--- src/rtl/line_delay_ctrl_if.sv ---
// line_delay_ctrl_if: raw pixel stream in, block-RAM port pair, and the
// vertically paired pixel stream out of the line-delay controller.
interface line_delay_ctrl_if #(parameter int DW = 16, parameter int AW = 12);
  logic in_sof, in_valid, in_eol;
  logic [DW-1:0] in_data;
  logic [AW-1:0] ram_ada, ram_adb;
  logic [DW-1:0] ram_din, ram_dout;
  logic ram_cea, ram_ceb, ram_oce;
  logic out_valid, out_prev_ok, out_eol, overflow;
  logic [DW-1:0] out_cur, out_prev;
  logic [AW-1:0] out_col;
  modport master (
    output in_sof, in_valid, in_eol, in_data, ram_dout,
    input ram_ada, ram_din, ram_cea, ram_adb, ram_ceb, ram_oce,
    input out_valid, out_cur, out_prev, out_prev_ok, out_eol, out_col, overflow
  );
  modport slave (
    input in_sof, in_valid, in_eol, in_data, ram_dout,
    output ram_ada, ram_din, ram_cea, ram_adb, ram_ceb, ram_oce,
    output out_valid, out_cur, out_prev, out_prev_ok, out_eol, out_col, overflow
  );
endinterface

--- src/rtl/line_delay_ctrl.sv ---
// line_delay_ctrl: drives a simple dual-port RAM as a one-line delay and
// pairs every pixel with the stored pixel of the previous line, 2 clk latency.
module line_delay_ctrl #(
  parameter int DW = 16,
  parameter int AW = 12
) (
  input logic clk,
  input logic reset,
  line_delay_ctrl_if.slave bus
);
  localparam logic [AW-1:0] COL_MAX = '1;
  logic [AW-1:0] col_q, col_d, s1_col_q, s1_col_d, out_col_q, out_col_d, col_eff;
  logic [AW:0] prev_len_q, prev_len_d;
  logic first_line_q, first_line_d, overflow_q, overflow_d, acc, first_eff;
  logic s1_valid_q, s1_valid_d, s1_eol_q, s1_eol_d, s1_ok_q, s1_ok_d;
  logic out_valid_q, out_valid_d, out_ok_q, out_ok_d, out_eol_q, out_eol_d;
  logic [DW-1:0] s1_data_q, s1_data_d, out_cur_q, out_cur_d, out_prev_q, out_prev_d;
  always_comb begin
    acc = bus.in_valid && !reset;
    col_eff = bus.in_sof ? '0 : col_q;
    first_eff = bus.in_sof || first_line_q;
    col_d = col_q;
    prev_len_d = prev_len_q;
    first_line_d = first_line_q;
    overflow_d = overflow_q;
    if (acc) begin
      col_d = bus.in_eol ? '0 : (col_eff == COL_MAX ? COL_MAX : col_eff + AW'(1));
      prev_len_d = bus.in_eol ? (AW+1)'(col_eff) + (AW+1)'(1) : (bus.in_sof ? '0 : prev_len_q);
      first_line_d = first_eff && !bus.in_eol;
      overflow_d = overflow_q || (!bus.in_eol && col_eff == COL_MAX);
    end
    s1_valid_d = acc;
    s1_data_d = bus.in_data;
    s1_eol_d = bus.in_eol;
    s1_col_d = col_eff;
    s1_ok_d = !first_eff && ((AW+1)'(col_eff) < prev_len_q);
    // ram_dout now holds the word read in the stage-0 cycle of the s1 pixel
    out_valid_d = s1_valid_q;
    out_cur_d = s1_data_q;
    out_prev_d = s1_ok_q ? bus.ram_dout : '0;
    out_ok_d = s1_ok_q;
    out_eol_d = s1_eol_q;
    out_col_d = s1_col_q;
  end
  always_ff @(posedge clk or posedge reset) begin
    if (reset) begin
      col_q <= '0;
      prev_len_q <= '0;
      first_line_q <= 1'b1;
      overflow_q <= 1'b0;
      s1_valid_q <= 1'b0;
      s1_data_q <= '0;
      s1_eol_q <= 1'b0;
      s1_col_q <= '0;
      s1_ok_q <= 1'b0;
      out_valid_q <= 1'b0;
      out_cur_q <= '0;
      out_prev_q <= '0;
      out_ok_q <= 1'b0;
      out_eol_q <= 1'b0;
      out_col_q <= '0;
    end else begin
      col_q <= col_d;
      prev_len_q <= prev_len_d;
      first_line_q <= first_line_d;
      overflow_q <= overflow_d;
      s1_valid_q <= s1_valid_d;
      s1_data_q <= s1_data_d;
      s1_eol_q <= s1_eol_d;
      s1_col_q <= s1_col_d;
      s1_ok_q <= s1_ok_d;
      out_valid_q <= out_valid_d;
      out_cur_q <= out_cur_d;
      out_prev_q <= out_prev_d;
      out_ok_q <= out_ok_d;
      out_eol_q <= out_eol_d;
      out_col_q <= out_col_d;
    end
  end
  // the write trails the read of the same column by one cycle
  assign bus.ram_adb = col_eff;
  assign bus.ram_ceb = acc;
  assign bus.ram_ada = s1_col_q;
  assign bus.ram_din = s1_data_q;
  assign bus.ram_cea = s1_valid_q;
  assign bus.ram_oce = 1'b1;
  assign bus.out_valid = out_valid_q;
  assign bus.out_cur = out_cur_q;
  assign bus.out_prev = out_prev_q;
  assign bus.out_prev_ok = out_ok_q;
  assign bus.out_eol = out_eol_q;
  assign bus.out_col = out_col_q;
  assign bus.overflow = overflow_q;
endmodule

--- src/flat_wrapper.sv ---
// flat-port wrapper written by rule: the top's interface ports become plain ports
module line_delay_ctrl_flat 
#(
  parameter int DW = 16,
  parameter int AW = 12
)
  (clk, reset, bus_in_sof, bus_in_valid, bus_in_eol, bus_in_data, bus_ram_dout, bus_ram_ada, bus_ram_din, bus_ram_cea, bus_ram_adb, bus_ram_ceb, bus_ram_oce, bus_out_valid, bus_out_cur, bus_out_prev, bus_out_prev_ok, bus_out_eol, bus_out_col, bus_overflow);
  line_delay_ctrl_if #(.DW(DW), .AW(AW)) bus_i ();
  input logic clk;
  input logic reset;
  input wire logic [$bits(bus_i.in_sof)-1:0] bus_in_sof;
  input wire logic [$bits(bus_i.in_valid)-1:0] bus_in_valid;
  input wire logic [$bits(bus_i.in_eol)-1:0] bus_in_eol;
  input wire logic [$bits(bus_i.in_data)-1:0] bus_in_data;
  input wire logic [$bits(bus_i.ram_dout)-1:0] bus_ram_dout;
  output wire logic [$bits(bus_i.ram_ada)-1:0] bus_ram_ada;
  output wire logic [$bits(bus_i.ram_din)-1:0] bus_ram_din;
  output wire logic [$bits(bus_i.ram_cea)-1:0] bus_ram_cea;
  output wire logic [$bits(bus_i.ram_adb)-1:0] bus_ram_adb;
  output wire logic [$bits(bus_i.ram_ceb)-1:0] bus_ram_ceb;
  output wire logic [$bits(bus_i.ram_oce)-1:0] bus_ram_oce;
  output wire logic [$bits(bus_i.out_valid)-1:0] bus_out_valid;
  output wire logic [$bits(bus_i.out_cur)-1:0] bus_out_cur;
  output wire logic [$bits(bus_i.out_prev)-1:0] bus_out_prev;
  output wire logic [$bits(bus_i.out_prev_ok)-1:0] bus_out_prev_ok;
  output wire logic [$bits(bus_i.out_eol)-1:0] bus_out_eol;
  output wire logic [$bits(bus_i.out_col)-1:0] bus_out_col;
  output wire logic [$bits(bus_i.overflow)-1:0] bus_overflow;
  assign bus_i.in_sof = bus_in_sof;
  assign bus_i.in_valid = bus_in_valid;
  assign bus_i.in_eol = bus_in_eol;
  assign bus_i.in_data = bus_in_data;
  assign bus_i.ram_dout = bus_ram_dout;
  assign bus_ram_ada = bus_i.ram_ada;
  assign bus_ram_din = bus_i.ram_din;
  assign bus_ram_cea = bus_i.ram_cea;
  assign bus_ram_adb = bus_i.ram_adb;
  assign bus_ram_ceb = bus_i.ram_ceb;
  assign bus_ram_oce = bus_i.ram_oce;
  assign bus_out_valid = bus_i.out_valid;
  assign bus_out_cur = bus_i.out_cur;
  assign bus_out_prev = bus_i.out_prev;
  assign bus_out_prev_ok = bus_i.out_prev_ok;
  assign bus_out_eol = bus_i.out_eol;
  assign bus_out_col = bus_i.out_col;
  assign bus_overflow = bus_i.overflow;
  line_delay_ctrl #(.DW(DW), .AW(AW)) u_core (.clk(clk), .reset(reset), .bus(bus_i));
endmodule
--- config.mk ---
export PLATFORM = sky130hd
export DESIGN_NAME = line_delay_ctrl_flat
export DESIGN_NICKNAME = d
export VERILOG_FILES = /design/src/rtl/line_delay_ctrl_if.sv /design/src/rtl/line_delay_ctrl.sv /design/src/flat_wrapper.sv
export SDC_FILE = /design/constraint.sdc
export NUM_CORES = 1
export LEC_CHECK = 0
export ABC_AREA = 1
export CORE_MARGIN = 5
export CORE_UTILIZATION = 45
export DETAILED_ROUTE_END_ITERATION = 7
export PLACE_DENSITY = 0.75
export SYNTH_ARGS = -nofsm -noshare
export SYNTH_HDL_FRONTEND = slang
export SYNTH_SLANG_ARGS = --single-unit
export TNS_END_PERCENT = 10
--- constraint.sdc ---
create_clock -name clk -period 13.9 [get_ports clk]
set_input_delay 2.78 -clock clk [delete_from_list [all_inputs] [get_ports clk]]
set_output_delay 2.78 -clock clk [all_outputs]
set_load 0.01 [all_outputs]
# Word level (Yosys, flattened, before mapping)
# Cells that the tools add are included.
[word_totals] rom_bits=0 ram_bits=0 mem_count=0 latch_bits=0 ff_bits=105 out_inout_bits=91
[classes] n_reduce_logical=11 bitwise_logic=0 shift=0 n_eq_ne=1 n_addsub=2 mux=6 magnitude_cmp=1 n_div=0 n_mul=0
[op_table] op="two-way mux 12 bit" n=3
[op_table] op="two-way mux 13 bit" n=2
[op_table] op="two-way mux 16 bit" n=1
[op_table] op="adder 12 x 1 -> 13 bit, second input constant" n=1
[op_table] op="less-than comparator 12 x 13 -> 1 bit" n=1
[op_table] op="adder 12 x 1 -> 12 bit, second input constant" n=1
[op_table] op="== test 12 bit, second input constant" n=1
[op_table] op="logical AND 1 bit" n=4
[op_table] op="zero test 1 bit" n=3
[op_table] op="logical OR 1 bit" n=2
[op_table] op="AND reduction 2 bit" n=1
[op_table] op="nonzero test 2 bit" n=1

# Depth between registers and ports, before layout
# Gate-level depths: netlist of the first run.
[logic_depth] word_depth=4 ltp_mapped=12 depth_no_buf=11

# Worst setup path before layout of the first run
# Ideal clock, no wire load.
[synth_timing] path_type="input-to-output" startpoint="input reset" endpoint="output bus_ram_ceb" slack_ns=5.473 required_time_ns=11.120 stages=3 arrival_time_ns=5.647 n_path_buf=0 path_cell_list="inv_1 > nand2_1 > inv_1"
[synth_between] elab_chain_cells=2
[synth_lines] element="start: declaration" line_no="flat_wrapper.sv:10" text="input logic reset;"
[synth_lines] element="zero test 1 bit (no line)"
[synth_lines] element="logical AND 1 bit" line_no="line_delay_ctrl.sv:19" text="acc = bus.in_valid && !reset;"
[synth_lines] element="end: declaration" line_no="flat_wrapper.sv:20" text="output wire logic [$bits(bus_i.ram_ceb)-1:0] bus_ram_ceb;"
# No other way between the ends.

# Worst setup path in the final report of the first run
[layout_timing] startpoint="input bus_in_sof" endpoint="output bus_ram_adb[3]"
[layout_between] elab_chain_cells=1
[layout_lines] element="start: declaration" line_no="flat_wrapper.sv:11" text="input wire logic [$bits(bus_i.in_sof)-1:0] bus_in_sof;"
[layout_lines] element="two-way mux 12 bit" line_no="line_delay_ctrl.sv:20" text="col_eff = bus.in_sof ? '0 : col_q;"
[layout_lines] element="end: declaration" line_no="flat_wrapper.sv:19" text="output wire logic [$bits(bus_i.ram_adb)-1:0] bus_ram_adb;"
# No other way between the ends.

==> results.toml, run 1 <==
[run_status]
outcome = "completed"

[worst_hold_path]
holdCritPathClass = "register to register"
worst_hold_path.endpoint = "u_core.bus.out_eol$_DFF_PP0_"
hold_depth = 0
holdCritStartpoint = "u_core.out_eol_d$_DFF_PP0_"

[floorplanning]
chipWidth_um = 103
coreArea_um2 = 8300
io_pins = 128
fp-row-count = 33
die_area_um2 = 10600
die_height_um = 103
initial_utilization = 0.468

[routing]
ant_nets = 0
wl_um = 8900
drc = 0
viasPerCell = 4.77
first_iter_violations = 217
route.vias.total = 2836
wl_per_cell_um = 15.0
drtPass1Iterations = 4

[clock_tree]
clk_path_buf_depth = 2
clk_pin_slew_worst_paths_ps = 100
postCtsHoldBufs = 0
numClockSinks = 105
cts_tree = "built"
htree_levels = 3
post_cts_buffers = 0
clockRootBuffer = "clkbuf_8"
cts_buffers = 9
clk_latency_ps = 370
cts-resized-gates = 0

[logic_synthesis]
synth_nets = 401
async_flop_share = 1.00
synth_common_cells = "104 x dfrtp_1, 83 x nand2_1, 60 x inv_1"
yosys_warnings = 0
synth_edf_count = 0
yosys-top-cells-area = "dfrtp_1 67%, nand2_1 8.0%, inv_1 5.8%, nand3_1 3.1%, ha_1 2.6%"
syn_avg_cell_area_um2 = 10.9
syn_area_um2 = 3880
synth_top_cell_by_area = "dfrtp_1"
synth.distinct_cells = 30
ys_seq_area_frac = 0.677
ys_ff_latch = 105
syn_inst = 356
synth_most_common_cell = "dfrtp_1"
synth-main-ff-cell = "dfrtp_1"
synth_top_area_frac = 0.671

[critical_path]
r2r_end = "u_core.col_q[10]$_DFFE_PP0P_"
required_ps = 11120
timing.critical_path.from = "bus_in_sof"
crit_path_end_kind = "output pin"
criticalPathCategory = "input pin to output pin"
arrival_ps = 4940
reg2reg_depth = 9
rrSetupSlack_ps = 12110
worstReg2RegStart = "u_core.col_q[1]$_DFFE_PP0P_"
critPathMaxFanout = 11
crit_path_start_kind = "input pin"

[cells_and_area]
final_util = 0.651
drive_gt1_frac = 0.0695
area_growth_syn_to_layout_pct = 39.2
final_nets = 529
n_antenna_cell = 0
fin_cells = 594

[grt]
grt_pass1_vias = 2816
gr-total-overflow = 0
grt_pass1_wl_um = 14100
antenna_found_initial = 0
grt_usage = 0.174
grt_max_degree = 68

[timing]
setup_tns_ps = 0
hold_viol = 0
fin_crit_ps = 7720
tightestPinTransition_ps = 920
final.setup_skew_ps = 12.4
slew_headroom = 0.385
slew_viol_final = 0
clock.fmax_mhz = 130
finalSetupViolCount = 0
rsz0062_at_grt = "no"
post-route-period-util = 0.555

[pwr]
vdd_drop_max_mv = 0.0524
leakage_uw = 0.00266
powerDensity_nw_per_um2 = 103

[placed_design]
hpwl_um = 6790
numPlacedInstances = 578
place.gp.congestion = 0.947
portBuffers = 126

[flow_run]
cap_violations = 0
-- worst max-delay path, cell delays in order --
cell	delay, ps
clkdlybuf4s50_1	950
inv_1	380
nand2_1	240
inv_1	90
clkdlybuf4s50_1	490
-- logic make-up after synthesis --
family          synth area share
simple gates               0.175
flops                      0.677
other cells             0.000966
fa+ha+maj                 0.0258
xor+xnor                 0.00226
compound gates            0.0419
buf+inv                   0.0764
-- cell usage in the layout, fill, tap and decap left out --
master / n
clkdlybuf4s50_1: 126
dfrtp_1: 104
nand2_1: 83
inv_1: 59
nand3_1: 24
nor2_1: 16
o21ai_0: 11
clkbuf_8: 9
ha_1: 8
nor2_4: 5
nand4_1: 4
a21oi_1: 4
o211ai_1: 4
o22ai_1: 4
nor2_2: 3
a31oi_1: 2
nand2_2: 2
a22oi_1: 2
inv_8: 2
inv_6: 2
nor2_8: 1
inv_4: 1
inv_2: 1
nand3_2: 1
nand3_4: 1
nand4_4: 1
xnor2_1: 1
nand3b_1: 1
o21ai_1: 1
conb_1: 1
clkinvlp_4: 1
clkinv_4: 1
clkinv_2: 1
buf_4: 1
dfstp_2: 1
-- metrics by stage --
stage	worst slack [ps]	area, um2	hold WS (ps)	total power, uW
finish	6180	5400	370	559
global route	5970	5400	374	583
CTS	6180	5400	367	565
detailed placement	6180	5220	336	389
global placement	6190	5220	336	388
floorplan	5470	3880	331	352
-- registers in the layout, summed over array words and instances (netlist names) --
name                    count
u_core.bus.out_col         12
u_core.bus.out_cur         16
u_core.bus.out_eol          1
u_core.bus.out_prev        16
u_core.bus.out_prev_ok      1
u_core.bus.out_valid        1
u_core.bus.overflow         1
u_core.bus.ram_ada         12
u_core.bus.ram_cea          1
u_core.bus.ram_din         16
u_core.col_q               12
u_core.first_line_q         1
u_core.out_eol_d            1
u_core.out_ok_d             1
u_core.prev_len_q          13
-- where the power goes --
group          total (uW)  leakage, uW  switching [uW]  internal, uW
sequential            323      0.00137            6.03           317
combinational        58.1      0.00120            27.9          30.2
clock                 177    0.0000940             108          69.0
total                 559      0.00266             142           417
-- per-layer routing --
metal | GRT usage | vias up | part of all wire
li1 | - | 1359 | -
met2 | 0.279 | 126 | 0.45
met5 | 0 | - | 0
met4 | 0.0627 | 0 | 0.014
met1 | 0.235 | 1338 | 0.44
met3 | 0.0379 | 13 | 0.095
-- layout make-up --
type,count,area [um2]
Clock buffer,9,124
Clock inverter,7,61.3
Fill cell,630,2900
Inverter,61,231
Multi-Input combinational cell,180,956
Sequential cell,105,2630
Tap cell,105,131
Timing Repair Buffer,127,1270
-- worst max path at each step --
stage	to	slack, ps	cells after the start
floorplan	bus_ram_ceb	5470	3
global placement	bus_ram_adb[9]	6190	5
detailed placement	bus_ram_adb[3]	6180	5
CTS	bus_ram_ceb	6180	5
global route	bus_ram_ceb	5970	5
finish	bus_ram_adb[3]	6180	5
No activity file was read; power rests on OpenSTA's default activity.
==> run 2: changes to the inputs <==
==> constraint.sdc (replaced) <==
create_clock -name clk -period 7.3 [get_ports clk]
set_input_delay 1.46 -clock clk [delete_from_list [all_inputs] [get_ports clk]]
set_output_delay 1.46 -clock clk [all_outputs]
set_load 0.01 [all_outputs]
==> run 2 against run 1 <==
- core utilization shrank 0.11 points
- flip-flop and latch count is the same
- first-iteration DRC count is 29% lower
==> results.toml, run 2 (synthesis results as in run 1) <==
[critical_path]
critPathMaxFanout = 11
max_stage_delay_ps = 780
arrival_ps = 3620
r2r_end = "u_core.col_q[11]$_DFFE_PP0P_"
criticalPathCategory = "input pin to output pin"
required_ps = 5840
rrSetupSlack_ps = 5460
slowest_stage = "clkdlybuf4s50_1"
crit_path_end_kind = "output pin"
crit_path_start_kind = "input pin"
worstReg2RegStart = "u_core.col_q[1]$_DFFE_PP0P_"
crit_chain = "clkdlybuf4s50_1 -> inv_1 -> nand2_1 -> inv_1 -> clkdlybuf4s50_1"
reg2reg_depth = 9

[cells_and_area]
ff_latch_area_um2 = 2630
fill_cells = 636
final_common_cell = "clkdlybuf4s50_1"
final_util = 0.650
most-common-layout-cells = "126 x clkdlybuf4s50_1, 104 x dfrtp_1, 83 x nand2_1"
final_nets = 529
area_growth_syn_to_layout_pct = 38.9
drive_gt1_frac = 0.0695
multi_input_area_um2 = 956
n_antenna_cell = 0

[timing]
post-route-period-util = 0.696
rsz0062_at_grt = "no"
fin_crit_ps = 5080
slew_viol_final = 0
hold_viol = 0
slew_headroom = 0.392
clock.fmax_mhz = 197
final.setup_skew_ps = 14.5
tightestPinTransition_ps = 909
setup_tns_ps = 0
finalSetupViolCount = 0

[pwr]
total_power_uw = 1060
pwr-share-comb = 0.105
clockPowerShare = 0.313
switching_share = 0.254
p_switching_uw = 269
internal_power_uw = 789
vdd_drop_max_mv = 0.106
powerDensity_nw_per_um2 = 196
leakage_uw = 0.00266
power_frac_seq = 0.582

[floorplanning]
coreArea_um2 = 8300
die_area_um2 = 10600
initial_utilization = 0.468
io_pins = 128
chipWidth_um = 103
fp-row-count = 33
die_height_um = 103

[clock_tree]
htree_levels = 3
cts-resized-gates = 0
cts_buffers = 9
clockRootBuffer = "clkbuf_8"
clk_pin_slew_worst_paths_ps = 100
post_cts_buffers = 0
clk_latency_ps = 370
numClockSinks = 105
cts_tree = "built"
postCtsHoldBufs = 0
clk_path_buf_depth = 2

[routing]
drtPass1Iterations = 5
first_iter_violations = 153
route.met2.wl_um = 4290
ant_nets = 0
routed.top_layer = "met4"
wl_per_cell_um = 15.8
drc = 0
wl_met1_um = 4040
route.vias.total = 2876
viasPerCell = 4.84
wl_met3_um = 896
wl_um = 9360

[placed_design]
portBuffers = 126
place.gp.congestion = 0.851
hpwl_um = 7030

[grt]
grt_usage = 0.180
gr-total-overflow = 0
antenna_found_initial = 0
grt_pass1_vias = 2799
grt_max_degree = 67
grt_pass1_wl_um = 14500

[worst_hold_path]
holdCritPathClass = "register to register"
holdCritStartpoint = "u_core.out_eol_d$_DFF_PP0_"
hold_depth = 0
worst_hold_path.endpoint = "u_core.bus.out_eol$_DFF_PP0_"

[run_status]
outcome = "completed"

[flow_run]
cap_violations = 0
## run 2: cell count changes in the layout (fill, tap and decap cells not counted)
cell	before	now
clkinv_2	1	2
inv_8	2	0
inv_6	2	3
## run 2: routing by layer
metal  vias to the layer above  global-route usage
li1                       1357                   -
met1                      1370               0.250
met2                       133               0.279
met3                        16              0.0575
met4                         0              0.0448
met5                         -                   0
## run 2: how the worst max path moves through the flow
| stage | start | end | slack (ps) |
|---|---|---|---|
| 2_1_floorplan | reset | bus_ram_ceb | 1510 |
| 3_3_place_gp | bus_in_sof | bus_ram_adb[3] | 2270 |
| 3_5_place_dp | bus_in_sof | bus_ram_adb[9] | 2200 |
| 4_1_cts | bus_in_sof | bus_ram_adb[9] | 2210 |
| 5_1_grt | reset | bus_ram_ceb | 2000 |
| 6_report | bus_in_sof | bus_ram_adb[9] | 2220 |
## run 2: final cells by class
type                    instances  share of cell area
repair buffers                127               0.235
multi-input cells             180               0.177
well taps                     105              0.0244
inverters                      61              0.0429
clock inverters                 7             0.00974
clock buffers                   9              0.0230
flip-flops and latches        105               0.487
## run 2: power groups by stage
| stage | Clock, uW | Combinational, uW | Sequential (uW) |
|---|---|---|---|
| floorplan | 0 | 36.6 | 634 |
| global placement | 0 | 111 | 627 |
| detailed placement | 0 | 113 | 628 |
| CTS | 339 | 113 | 617 |
| global route | 363 | 122 | 619 |
| finish | 331 | 111 | 616 |
## run 2: per-stage QoR
stage          hold WS (ps)  cell area [um2]  setup WS, ps  std cells
2_1_floorplan           331             3880          1510        356
3_3_place_gp            336             5220          2270        578
3_5_place_dp            335             5220          2200        578
4_1_cts                 358             5390          2210        594
5_1_grt                 368             5390          2000        594
6_report                357             5390          2220        594
## run 2: worst max-delay path: cells and delay by family
| kind | cells | cell delay [ps] |
|---|---|---|
| buffers and inverters | 4 | 1990 |
| and+or+nand+nor | 1 | 170 |
